===== src/rtl/scroll_executor.sv =====
// scroll_executor: moves rows of a text-buffer region up/down by N lines cell by cell
// through a single RAM port, blanking the vacated rows; one pending request slot.
module scroll_executor #(
  parameter int LINES = 50,
  parameter int COLUMNS = 80,
  parameter int CELL_W = 24,
  parameter logic [CELL_W-1:0] BLANK_CELL = 24'h000020
) (
  input  logic              clk,
  input  logic              rst,
  input  logic              scroll_req,
  input  logic              scroll_dir,
  input  logic [7:0]        scroll_step,
  input  logic [7:0]        scroll_top,
  input  logic [7:0]        scroll_bottom,
  input  logic              scroll_reset,
  output logic [7:0]        ram_row,
  output logic [7:0]        ram_col,
  output logic              ram_rd_en,
  input  logic [CELL_W-1:0] ram_rdata,
  output logic              ram_we,
  output logic [CELL_W-1:0] ram_wdata,
  output logic              busy,
  output logic              done,
  output logic              dropped
);
  localparam logic [2:0] S_IDLE = 3'd0, S_SETUP = 3'd1, S_RD = 3'd2, S_WR = 3'd3,
                         S_BLANK = 3'd4, S_DONE = 3'd5;
  localparam logic [8:0] LINES9 = 9'(LINES);
  localparam logic [7:0] LAST_COL = 8'(COLUMNS - 1);

  logic [2:0] r_state;
  logic       r_dir, r_pv, r_pdir, r_dropped;
  logic [7:0] r_step, r_top, r_bot, r_row, r_col, r_pstep, r_ptop, r_pbot;

  function automatic logic row_copies(input logic dir, input logic [7:0] row, top, bot,
                                      input logic [8:0] n);
    return dir ? ({1'b0, row} >= {1'b0, top} + n) : ({1'b0, row} + n <= {1'b0, bot});
  endfunction

  logic [8:0] w_h, w_n;
  logic [7:0] w_next_row, w_src, w_lstep, w_ltop, w_lbot;
  logic [2:0] w_cell_next;
  logic       w_noop, w_last_col, w_last_row, w_copy, w_next_copy, w_take, w_direct;
  logic       w_ldir, w_rd, w_we;

  assign w_h = {1'b0, r_bot} - {1'b0, r_top} + 9'd1;
  assign w_n = ({1'b0, r_step} < w_h) ? {1'b0, r_step} : w_h;
  assign w_noop = (r_step == 8'd0) || (r_top > r_bot) || ({1'b0, r_bot} >= LINES9);
  assign w_last_col = r_col == LAST_COL;
  assign w_last_row = r_dir ? (r_row == r_top) : (r_row == r_bot);
  assign w_next_row = r_dir ? r_row - 8'd1 : r_row + 8'd1;
  assign w_src = r_dir ? r_row - w_n[7:0] : r_row + w_n[7:0];
  assign w_copy = row_copies(r_dir, r_row, r_top, r_bot, w_n);
  assign w_next_copy = row_copies(r_dir, w_next_row, r_top, r_bot, w_n);
  assign w_cell_next = !w_last_col ? (w_copy ? S_RD : S_BLANK) :
                       w_last_row ? S_DONE : (w_next_copy ? S_RD : S_BLANK);
  // A pending request takes precedence over a fresh strobe; the strobe then refills the slot.
  assign w_take = (r_state == S_IDLE) && (r_pv || scroll_req);
  assign w_direct = (r_state == S_IDLE) && !r_pv;
  assign w_ldir = r_pv ? r_pdir : scroll_dir;
  assign w_lstep = r_pv ? r_pstep : scroll_step;
  assign w_ltop = r_pv ? r_ptop : scroll_top;
  assign w_lbot = r_pv ? r_pbot : scroll_bottom;

  always_ff @(posedge clk or negedge rst) begin
    if (!rst) begin
      r_state <= S_IDLE;
      r_dir <= 1'b0;
      r_step <= '0;
      r_top <= '0;
      r_bot <= '0;
      r_row <= '0;
      r_col <= '0;
      r_pv <= 1'b0;
      r_pdir <= 1'b0;
      r_pstep <= '0;
      r_ptop <= '0;
      r_pbot <= '0;
      r_dropped <= 1'b0;
    end else begin
      if (scroll_reset) r_state <= S_IDLE;
      else case (r_state)
        S_IDLE: if (w_take) begin
          r_dir <= w_ldir;
          r_step <= w_lstep;
          r_top <= w_ltop;
          r_bot <= w_lbot;
          r_row <= w_ldir ? w_lbot : w_ltop;
          r_col <= '0;
          r_state <= S_SETUP;
        end
        S_SETUP: r_state <= w_noop ? S_DONE : (w_copy ? S_RD : S_BLANK);
        S_RD: r_state <= S_WR;
        S_WR, S_BLANK: begin
          r_state <= w_cell_next;
          r_col <= w_last_col ? 8'd0 : r_col + 8'd1;
          if (w_last_col && !w_last_row) r_row <= w_next_row;
        end
        default: r_state <= S_IDLE;
      endcase
      if (scroll_reset) r_pv <= 1'b0;
      else if (scroll_req && !w_direct) begin
        r_pv <= 1'b1;
        r_pdir <= scroll_dir;
        r_pstep <= scroll_step;
        r_ptop <= scroll_top;
        r_pbot <= scroll_bottom;
        if (r_pv && r_state != S_IDLE) r_dropped <= 1'b1;
      end else if (w_take) r_pv <= 1'b0;
    end
  end

  assign w_rd = r_state == S_RD;
  assign w_we = (r_state == S_WR) || (r_state == S_BLANK);
  assign ram_rd_en = w_rd;
  assign ram_we = w_we;
  assign ram_row = w_rd ? w_src : (w_we ? r_row : 8'd0);
  assign ram_col = (w_rd || w_we) ? r_col : 8'd0;
  assign ram_wdata = (r_state == S_WR) ? ram_rdata : ((r_state == S_BLANK) ? BLANK_CELL : '0);
  assign busy = (r_state != S_IDLE) && (r_state != S_DONE);
  assign done = r_state == S_DONE;
  assign dropped = r_dropped;
endmodule


===== config.mk =====
export PLATFORM = sky130hd
export DESIGN_NAME = scroll_executor
export DESIGN_NICKNAME = d
export VERILOG_FILES = /design/src/rtl/scroll_executor.sv
export SDC_FILE = /design/constraint.sdc
export NUM_CORES = 1
export LEC_CHECK = 0
export CAP_MARGIN = 20
export CORE_MARGIN = 1.5
export CORE_UTILIZATION = 60
export DETAILED_ROUTE_END_ITERATION = 10
export PLACE_DENSITY = 0.82
export SKIP_LAST_GASP = 1
export SYNTH_ARGS = -nofsm -noshare
export SYNTH_HDL_FRONTEND = slang
export SYNTH_SLANG_ARGS = --single-unit
export TNS_END_PERCENT = 10

===== constraint.sdc =====
create_clock -name clk -period 21.8 [get_ports clk]
set_clock_uncertainty 0.1 [all_clocks]
set_input_delay 4.36 -clock clk [delete_from_list [all_inputs] [get_ports clk]]
set_output_delay 4.36 -clock clk [all_outputs]
set_load 0.005 [all_outputs]

==> Word-level counts from Yosys, hierarchy flattened <==
Cells that the tools add are included.
{ "totals": {"ram_bits": 0, "wordCells": 101, "reg_bits": 71, "rom_bits": 0, "output_inout_bits": 45, "mem_count": 0, "in_bits": 53, "latch_bits": 0} }
{ "classes": {"n_eq_ne": 12, "div_mod_pow": 0, "order_cmp": 7, "n_mul": 0, "n_shift": 0, "reduce_logical": 25, "n_bitwise": 1, "n_addsub": 10, "n_mux": 33} }
{ "op_table": {"columns": ["op", "n"], "rows": [
  ["two-way mux 8 bit", 13],
  ["case mux 8 bit (2 select lines)", 2],
  ["adder 8 x 9 -> 9 bit", 3],
  ["two-way mux 24 bit", 1],
  ["two-way mux 3 bit", 7],
  ["greater-or-equal comparator 8 x 9 -> 1 bit", 2],
  ["<= comparator 9 x 8 -> 1 bit", 2],
  ["adder 8 x 1 -> 8 bit (second input constant)", 2],
  ["== test 8 bit", 2],
  ["case mux 3 bit (4 select lines)", 1],
  ["adder 9 x 1 -> 9 bit (second input constant)", 1],
  ["less-than comparator 8 x 9 -> 1 bit", 1],
  ["two-way mux 9 bit", 1],
  ["AND reduction 3 bit", 3],
  ["subtractor 8 x 8 -> 9 bit", 1],
  ["adder 8 bit", 1],
  ["== test 8 x 7 -> 1 bit (second input constant)", 1],
  ["greater-or-equal comparator 8 x 6 -> 1 bit (second input constant)", 1],
  ["greater-than comparator 8 bit", 1],
  ["logical NOT 8 bit", 1],
  ["subtractor 8 x 1 -> 8 bit (second input constant)", 1],
  ["subtractor 8 bit", 1],
  ["two-way mux 1 bit", 7],
  ["== test 3 x 2 -> 1 bit (second input constant)", 2],
  ["15 further kinds", 30]
]} }

==> Depth between registers and ports, before layout <==
{ "logic_depth": {"ltp_word": 12, "mapped_depth": 33, "ltp_nobuf": 33} }

==> Worst setup path before layout <==
OpenSTA, ideal clock, no wires.
{ "synth_timing": {"kind": "register -> output", "startpoint": "register r_bot[1]", "endpoint": "output port ram_row[7]", "n_path_buf": 0, "slack_ns": 11.249, "arrival_ns": 6.091, "required_time_ns": 17.340, "stages_incl_launch_ff": 27, "cell_sequence": "dfrtp_1 inv_1 ha_1 inv_1 ha_1 fa_1 a21o_1 a21o_1 a2111oi_4 a311oi_2 ha_1 and2_1 a311o_1 nand3_1 o21ai_0 inv_1 ha_1 mux2i_1 ha_1 nor2b_1 o21ai_1 a21oi_1 o41ai_1 xor2_1 and3_1 or4_1 nand3_1"} }
{ "synth_via": {"elab_chain_len": 7, "word_cells_on_any_way": 8, "cone_classes": "add/sub: 4; order compare: 1; mux: 3"} }
{ "synth_rtl": {"columns": ["item", "line_no", "rtl"], "rows": [
  ["start: declaration", "34", "logic [7:0] r_step, r_top, r_bot, r_row, r_col, r_pstep, r_ptop, r_pbot;"],
  ["start signal: assignment", "88", "r_bot <= w_lbot;"],
  ["subtractor 8 x 8 -> 9 bit *", "47", "assign w_h = {1'b0, r_bot} - {1'b0, r_top} + 9'd1;"],
  ["adder 9 x 1 -> 9 bit *", "47", null],
  ["less-than comparator 8 x 9 -> 1 bit", "48", "assign w_n = ({1'b0, r_step} < w_h) ? {1'b0, r_step} : w_h;"],
  ["two-way mux 9 bit *", "48", null],
  ["adder 8 bit / subtractor 8 bit (equally long branches)", "53", "assign w_src = r_dir ? r_row - w_n[7:0] : r_row + w_n[7:0];"],
  ["two-way mux 8 bit *", "53", null],
  ["two-way mux 8 bit *", "118", "assign ram_row = w_rd ? w_src : (w_we ? r_row : 8'd0);"],
  ["end: declaration", "17", "output logic [7:0] ram_row,"]
]} }
Mark *: on every way between the ends. The rest lies on a longest branch, timed or not.

==> Worst setup path in the final report <==
Same ends and word-level chain as after synthesis.

==> flow_summary.ini <==
[place]
gp_congestion = 0.9573
placed_cells = 1034
port_buffers = 97
hpwl_um = 16460

[floorplan]
pin_count = 98
die_x_um = 112.6
dieArea_mm2 = 0.01268
die_h_um = 112.6
core_mm2 = 0.01156
start_util = 0.6235
rows = 39

[cells_and_area]
instances_no_fill = 1051
utilization = 0.7435
syn_to_final_growth_pct = 19.24
antenna_cells = 0
fillerInstances = 839
drive_above_1_share = 0.06278
nets = 1060

[cts]
cts_resized = 0
cts-htree-levels = 3
tritoncts = done
cts-root-buf = clkbuf_16
clk_pin_slew_worst_paths_ns = 0.06
post_cts_buffers = 0
cts.sinks = 71
numCtsBuffers = 9
cts.path.max_buffers = 2
cts-hold-fix-buffers = 0
clk_latency_ns = 0.33

[routing]
antenna_left = 0
drc = 0
drt_iter0_drc = 570
dr.pass1.iters = 5
dr_total_vias = 6752
routedWlPerCell_um = 20.52
postRouteWirelength_um = 21560
viasPerCell = 6.424

[synth]
yosysTopAreaCellShare = 0.2464
synth_common_cells = 97 x ha_1, 71 x dfrtp_1, 67 x a21oi_1
syn_inst = 819
synth-seq-cells = 71
yosysWarnings = 0
synth_area_mm2 = 0.007211
synth_edf_count = 0
syn_nets = 976
synthArstFlopShare = 1.000
synthDistinctLibCells = 63
synth.most_common_cell = ha_1
synthTopCellsByArea = dfrtp_1 25%, ha_1 17%, mux2i_1 6.5%
synth_top_area_cell = dfrtp_1
synth-main-ff-cell = dfrtp_1
ys_seq_area_frac = 0.2464
syn_area_per_cell_um2 = 8.804

[setup_path]
path_common_cell = ha_1
cp_data_required_time_ns = 17.34
worstSetupPathType = reg -> out
critPathMaxStageDelay_ns = 0.86
start_kind = register
critPathCaptureType = output port
crit_fanout = 8
cp.arrival_ns = 7.78
cp_slowest_cell = o21ai_0

[timing]
finalCritPeriodShare = 0.5615
period_minus_slack_ns = 12.24
rsz0062_at_grt = no
setup_viol = 0
fmax_mhz = 81.70
slew_viol_final = 0
fin_hold_ws_ns = 0.3830
tightest_slew_ns = 1.107
final.setup.tns_ns = 0
finalHoldViolCount = 0
slew-limit-headroom = 0.2618

[outcome]
status = finished, final reports clean

[grt]
grt_pass1_wl_um = 34250
grt_pass1_vias = 6844
grt_start_max_net_pins = 72
gr-total-overflow = 0
antenna_found_initial = 0
grt_usage = 0.3455

[hold_path]
hold_class = reg -> reg

[flow_run]
maxCapViolCount = 0
[placed cells by master (no fill, tap or decap), types with 8 or more instances in the layout]
| master | instances |
|---|---|
| ha_1 | 97 |
| clkdlybuf4s50_1 | 96 |
| dfrtp_1 | 70 |
| a21oi_1 | 67 |
| nor2_1 | 58 |
| inv_1 | 55 |
| mux2i_1 | 47 |
| nand2_1 | 40 |
| xnor2_1 | 34 |
| o21ai_0 | 30 |
| mux2_2 | 26 |
| and2_1 | 25 |
| a211oi_1 | 25 |
| a21o_1 | 21 |
| nor2b_1 | 21 |
| nand3_1 | 18 |
| xor2_1 | 11 |
| nor3_1 | 11 |
| o21ai_1 | 10 |
| nand2b_1 | 9 |
| clkbuf_16 | 9 |
| o211ai_1 | 8 |
| and3_1 | 8 |
| o21a_1 | 8 |
[path summary, 6_finish.rpt]
path / startpoint / endpoint / slack, ns / depth (start not counted)
worst min-delay path: dropped / dropped / 0.38 / 1
max in group asynchronous: rst / r_pv / 16.85 / 2
worst min register to register: dropped / dropped / 0.38 / 1
min in group asynchronous: rst / r_col[1] / 4.12 / 2
worst max register to register: r_bot[1] / r_state[2] / 13.99 / 32
worst max-delay path: r_bot[1] / ram_row[7] / 9.56 / 28
[metrics by stage]
step,instance area (um^2),setup slack [ns]
floorplan,7211,11.25
global placement,8268,10.30
detailed placement,8268,9.962
CTS,8591,9.601
global route,8598,9.067
finish,8598,9.560
[state kept, by name, indices dropped and copies added, names as in the netlist]
register  cells
dropped       1
r_bot         8
r_col         8
r_dir         1
r_pbot        8
r_pdir        1
r_pstep       8
r_ptop        8
r_pv          1
r_row         8
r_state       3
r_step        8
r_top         8
[cell type report]
cell class	instances	area [um^2]	share of cell area
Timing Repair Buffer	101	996.0	0.1158
Sequential cell	71	1778	0.2068
Multi-Input combinational cell	665	5116	0.5950
Inverter	55	206.4	0.02401
Clock inverter	6	83.83	0.009750
Clock buffer	10	239.0	0.02779
Tap cell	143	178.9	0.02081
[worst max-delay path: cells and delay by family (launching register included)]
family | cells | cell delay, ns
compound gates | 8 | 2.27
fa+ha+maj | 6 | 1.88
simple gates | 6 | 1.19
buf+inv | 5 | 0.95
flops | 1 | 0.45
xor+xnor | 2 | 0.43
mux | 1 | 0.25
[cell families (layout without fill, tap and decap cells)]
group / count (synthesis) / count (layout) / share of synthesized area
buffers and inverters: 83 / 172 / 0.04477
multiplexers: 74 / 74 / 0.1079
XOR/XNOR: 45 / 45 / 0.05466
AO/OA/AOI/OAI: 228 / 228 / 0.2105
flip-flops: 71 / 71 / 0.2464
AND/OR/NAND/NOR: 214 / 214 / 0.1480
adder cells (fa/ha/maj): 104 / 104 / 0.1877
[layer usage]
layer,global-route usage,share of wire,vias to the layer above
met5,0,0,-
met4,0.1772,0.046,0
met3,0.06425,0.070,72
met2,0.5740,0.47,275
met1,0.4302,0.41,3261
li1,-,-,3144
Power is not shown: default switching activity piles up to over one toggle a cycle in this logic, so the estimate is an artifact.
